==> config.mk <==
export PLATFORM = sky130hd
export DESIGN_NAME = chip_word_packer
export DESIGN_NICKNAME = d
export VERILOG_FILES = /design/src/rtl/chip_pkg.sv /design/src/rtl/chip_lane_accum.sv /design/src/rtl/chip_word_packer.sv
export SDC_FILE = /design/constraint.sdc
export NUM_CORES = 1
export LEC_CHECK = 0
export CAP_MARGIN = 0
export CELL_PAD_IN_SITES_DETAIL_PLACEMENT = 1
export CELL_PAD_IN_SITES_GLOBAL_PLACEMENT = 2
export CORE_MARGIN = 5
export CORE_UTILIZATION = 32
export CTS_BUF_LIST = sky130_fd_sc_hd__clkbuf_2
export DETAILED_ROUTE_END_ITERATION = 7
export PLACE_DENSITY = 0.86
export SYNTH_ARGS = -nofsm -noshare
export SYNTH_HDL_FRONTEND = slang
export SYNTH_SLANG_ARGS = --single-unit
export TNS_END_PERCENT = 10
==> constraint.sdc <==
create_clock -name pclk -period 3.1 [get_ports pclk]
set_input_delay 0.93 -clock pclk [delete_from_list [all_inputs] [get_ports pclk]]
set_output_delay 0.93 -clock pclk [all_outputs]
set_load 0.02 [all_outputs]
==> src/rtl/chip_pkg.sv <==
// rtl/chip_pkg.sv - shared constants and helpers for the chip word packer
package chip_pkg;

  localparam int NIB_W_DEF     = 4;
  localparam int WORD_W_DEF    = 32;
  localparam int NUM_LANES_DEF = 2;

  function automatic int beats_f(input int word_w, input int nib_w);
    return word_w / nib_w;
  endfunction

  // One extra bit so the count can also express a full word (BEATS)
  localparam int BEAT_CNT_W_DEF = $clog2(beats_f(WORD_W_DEF, NIB_W_DEF)) + 1;
  typedef logic [BEAT_CNT_W_DEF-1:0] beat_cnt_t;

endpackage

==> src/rtl/chip_lane_accum.sv <==
// rtl/chip_lane_accum.sv - one lane's word accumulator with write-at-index and clear
module chip_lane_accum
  import chip_pkg::*;
#(
  parameter int NIB_W  = NIB_W_DEF,
  parameter int WORD_W = WORD_W_DEF,
  parameter int IDX_W  = BEAT_CNT_W_DEF
) (
  input  logic              pclk,
  input  logic              RESET_n,
  input  logic              wr_en,
  input  logic [IDX_W-1:0]  wr_idx,
  input  logic [NIB_W-1:0]  wr_data,
  input  logic              clr,
  output logic [WORD_W-1:0] acc_next
);

  localparam int BEATS = beats_f(WORD_W, NIB_W);

  logic [WORD_W-1:0] acc;

  // acc_next includes this cycle's beat so a completing word can be loaded directly
  always_comb begin
    acc_next = acc;
    if (wr_en) begin
      for (int b = 0; b < BEATS; b++) begin
        if (wr_idx == IDX_W'(b)) acc_next[b*NIB_W +: NIB_W] = wr_data;
      end
    end
  end

  always_ff @(posedge pclk) begin
    if (!RESET_n)  acc <= '0;
    else if (clr)  acc <= '0;
    else           acc <= acc_next;
  end

endmodule

==> src/rtl/chip_word_packer.sv <==
// rtl/chip_word_packer.sv - NUM_LANES nibble-to-word packer with flush; CHIP_PARITY_EN adds out_parity
module chip_word_packer
  import chip_pkg::*;
#(
  parameter int NIB_W     = NIB_W_DEF,
  parameter int WORD_W    = WORD_W_DEF,
  parameter int NUM_LANES = NUM_LANES_DEF
) (
  input  logic                          pclk,
  input  logic                          RESET_n,
  input  logic                          pValid,
  output logic                          pReady,
  input  logic [NUM_LANES*NIB_W-1:0]    nib_data,
  input  logic                          flush,
  output logic                          out_valid,
  input  logic                          out_ready,
  output logic [NUM_LANES*WORD_W-1:0]   chip_value,
  output logic [$clog2(WORD_W/NIB_W):0] out_beats
`ifdef CHIP_PARITY_EN
  ,
  output logic [NUM_LANES-1:0]          out_parity
`endif
);

  localparam int BEATS = beats_f(WORD_W, NIB_W);
  localparam int CNT_W = $clog2(BEATS) + 1;
  localparam logic [CNT_W-1:0] LAST_IDX = CNT_W'(BEATS - 1);

  logic [CNT_W-1:0]            beat_cnt;
  logic [CNT_W-1:0]            filled;
  logic                        held;
  logic                        last_beat;
  logic                        accept;
  logic                        close_word;
  logic                        load;
  logic [NUM_LANES*WORD_W-1:0] word_next;

  // Only a beat or flush that would close the word must wait for a held output
  assign held       = out_valid && !out_ready;
  assign last_beat  = (beat_cnt == LAST_IDX);
  assign pReady     = !(held && (last_beat || flush));
  assign accept     = pValid && pReady;
  assign filled     = beat_cnt + CNT_W'(accept);
  assign close_word = (accept && last_beat) || (flush && (filled != '0));
  assign load       = close_word && !held;

  for (genvar i = 0; i < NUM_LANES; i++) begin : g_lane
    chip_lane_accum #(
      .NIB_W  (NIB_W),
      .WORD_W (WORD_W),
      .IDX_W  (CNT_W)
    ) u_accum (
      .pclk     (pclk),
      .RESET_n  (RESET_n),
      .wr_en    (accept),
      .wr_idx   (beat_cnt),
      .wr_data  (nib_data[i*NIB_W +: NIB_W]),
      .clr      (load),
      .acc_next (word_next[i*WORD_W +: WORD_W])
    );
  end

  always_ff @(posedge pclk) begin
    if (!RESET_n)     beat_cnt <= '0;
    else if (load)    beat_cnt <= '0;
    else if (accept)  beat_cnt <= beat_cnt + CNT_W'(1);
  end

  always_ff @(posedge pclk) begin
    if (!RESET_n) begin
      out_valid  <= 1'b0;
      chip_value <= '0;
      out_beats  <= '0;
    end else if (load) begin
      out_valid  <= 1'b1;
      chip_value <= word_next;
      out_beats  <= filled;
    end else if (out_ready) begin
      out_valid  <= 1'b0;
    end
  end

`ifdef CHIP_PARITY_EN
  logic [NUM_LANES-1:0] parity_next;

  always_comb begin
    parity_next = '0;
    for (int i = 0; i < NUM_LANES; i++) parity_next[i] = ^word_next[i*WORD_W +: WORD_W];
  end

  always_ff @(posedge pclk) begin
    if (!RESET_n)   out_parity <= '0;
    else if (load)  out_parity <= parity_next;
  end
`else
  // Parity output compiled out; the datapath is unchanged.
`endif

endmodule

==> results.yml <==
sta:
  slew_violations: 0
  timing.final.crit_share_pct: 96.5
  setup-tns-final_ps: 0
  max_freq_ghz: 0.334
  worst_pin_slew_ps: 626
  rsz0062_at_grt: "no"
  slew_headroom_pct: 58.3
  skew_ps: 22.8
  hold_viol: 0
  post-route-min-period_ps: 2990
  final-setup-viol-count: 0
synthesis:
  synthXorXnorAreaFrac_pct: 0.851
  yosysTopAreaCell: "dfxtp_1"
  ys_seq_area_share_pct: 53.3
  ys_ff_latch: 137
  synth_compound_area_share_pct: 14.4
  synthTopCellsByArea: "dfxtp_1 (53%), mux2i_1 (12%), o211a_1 (12%), nand2_1 (5.1%), nor2_1 (5.0%)"
  ys_types: 32
  syn_area_sq_um: 5140
  synth_top_cell_area_share_pct: 53.3
  synth_warnings: 0
  syn_nets: 514
  yosys.area_share.simple_pct: 12.7
  syn_avg_cell_area_sq_um: 10.4
  synth_top_family_by_area: "compound AO/OA/AOI/OAI gates"
  synthAdderAreaFrac_pct: 1.46
  synth_mux_area_share_pct: 12.5
  synth_cells: 495
cts:
  clk_path_buf_depth: 2
  ctsHoldBuffers: 0
  clock_tree.root_cell: "clkbuf_2"
  clock_latency_ps: 660
  cts_tree: "built"
  htree_levels: 4
  cts_sinks: 137
  clk_pin_slew_ps: 170
  cts_made_buffers: 17
final_layout:
  nets: 601
  diodes: 0
  fin_util_pct: 40.8
  layout-drive-gt1-share_pct: 11.3
  syn_to_final_growth_pct: 25.4
  most-common-layout-cells: "dfxtp_1 (136), clkdlybuf4s50_1 (80), nor2_1 (69), nand2_1 (69)"
  fin_area_sq_um: 6450
  layout_commonest_cell: "dfxtp_1"
  layoutNonFillerInstCount: 809
global_route:
  globalRouteTotalUtil_pct: 14.5
  grt_pass1_vias: 4041
  antenna_found_initial: 0
  grt_max_degree: 100
  gr-total-overflow: 0
  grt_pass1_wl_mm: 21.1
critical_path:
  cp_top_family: "buffers and inverters"
  cp_cell_sequence: "clkdlybuf4s50_1 -> nand2b_4 -> o21bai_4 -> buf_4 -> clkdlybuf4s15_2"
  crit_path_end_kind: "output pin"
  startpoint_type: "primary input"
  cp_slowest_cell: "clkdlybuf4s50_1"
  crit_path_max_fanout: 4
  cpPeakStageDelay_ps: 410
  path_class: "in -> out"
  required_ps: 2170
  arrival_ps: 2060
  crit_buf_inv: 3
place:
  dpl_cell_area_sq_um: 6290
  dp_cells: 778
  hpwl_mm: 9.01
  port_buffers: 82
  gp_congestion: 0.811
route:
  drt-total-wl_mm: 12.9
  drt_first_pass_iters: 4
  drc: 0
  wl_per_cell_um: 16.0
  vias_per_cell: 4.78
  ant_nets: 0
  drt_iter0_drc: 205
  vias: 3863
run_status:
  status: "completed"
die:
  coreArea_sq_um: 15800
  die_y_um: 137
  num_io_pins: 83
  initial_core_util_pct: 32.5
  fp.dieArea_sq_um: 18700
  die_w_um: 137
  core.rowCount: 46
power:
  worst_ir_drop_vdd_uv: 230
  power_density_nw_per_um2: 556
  p_leak_nw: 3.42
worst_hold_path:
  min_path_type: "reg -> reg"
flow_run:
  cap_violations: 0
-- registers in the layout, summed over array words and instances, names as in the netlist --
register            count
out_valid               1
beat_cnt                4
chip_value             64
g_lane.u_accum.acc     64
out_beats               4
-- synth_stat cells --
library cell,instances
a2111o_1,1
a21boi_0,1
a21oi_1,2
and2_1,1
and3_1,1
and3b_1,1
and4b_1,1
buf_1,11
buf_2,13
buf_6,8
clkbuf_1,10
clkbuf_2,1
dfxtp_1,137
ha_1,6
inv_1,3
mux2i_1,64
nand2_1,70
nand2b_1,2
nand3_1,8
nand3b_1,1
nand4_1,4
nor2_1,69
nor2b_1,1
o2111ai_1,2
o2111ai_2,1
o211a_1,64
o21ai_1,4
o21bai_1,1
o221a_1,1
or4_1,1
xnor2_1,2
xor2_1,3
-- cells by family after synthesis --
group	after synthesis
compound gates	77
buf+inv	46
fa+ha+maj	6
mux	64
xor+xnor	5
simple gates	160
flops	137
-- worst paths after layout --
check                                 start                     endpoint  slack, ps  cells after the start
hold / removal    out_beats[0]$_SDFFE_PN0P_    out_beats[0]$_SDFFE_PN0P_        460                      2
hold reg to reg   out_beats[0]$_SDFFE_PN0P_    out_beats[0]$_SDFFE_PN0P_        460                      2
setup / recovery                  out_ready                       pReady        110                      5
setup reg to reg   beat_cnt[1]$_SDFFE_PP0N_  chip_value[41]$_SDFFE_PN0P_        400                     12
-- worst min-delay path, stage by stage, from the launching register on --
cell	delay [ps]
dfxtp_1	350
nand2_1	50
o21ai_1	50
-- timing repair --
item                                    CTS  global route
resized for setup                         6             0
endpoints found under the setup margin    1             1
setup buffers                             0             1
-- per-layer routing --
layer,up-vias,GRT usage (%),part of all wire (%)
li1,1874,-,-
met1,1894,18.5,47
met2,82,23.4,48
met3,13,4.49,4.4
met4,0,4.77,1.2
met5,-,0,0
-- stage by stage --
step / worst slack [ps] / hold WS, ps / power [mW]
2_1_floorplan: -72.1 / 456 / 2.51
3_5_place_dp: -379 / 451 / 2.85
4_1_cts: 35.6 / 472 / 3.65
6_report: 108 / 465 / 3.58
3_3_place_gp: -295 / 439 / 2.83
5_1_grt: 25.9 / 518 / 3.81
-- layout make-up --
class	instances	area, sq um
clock buffer	22	110
clock inverter	8	32.5
fill	1751	9380
inverter	3	11.3
multi-input combinational	312	2220
sequential	137	2750
tap	216	270
timing repair buffer	111	1060
-- where the power goes --
part | switching [mW] | internal, mW | total (mW)
clock | 0.578 | 0.197 | 0.775
sequential | 0.0741 | 1.89 | 1.97
combinational | 0.461 | 0.380 | 0.841
Note: power is estimated with default switching activity, not from simulation.
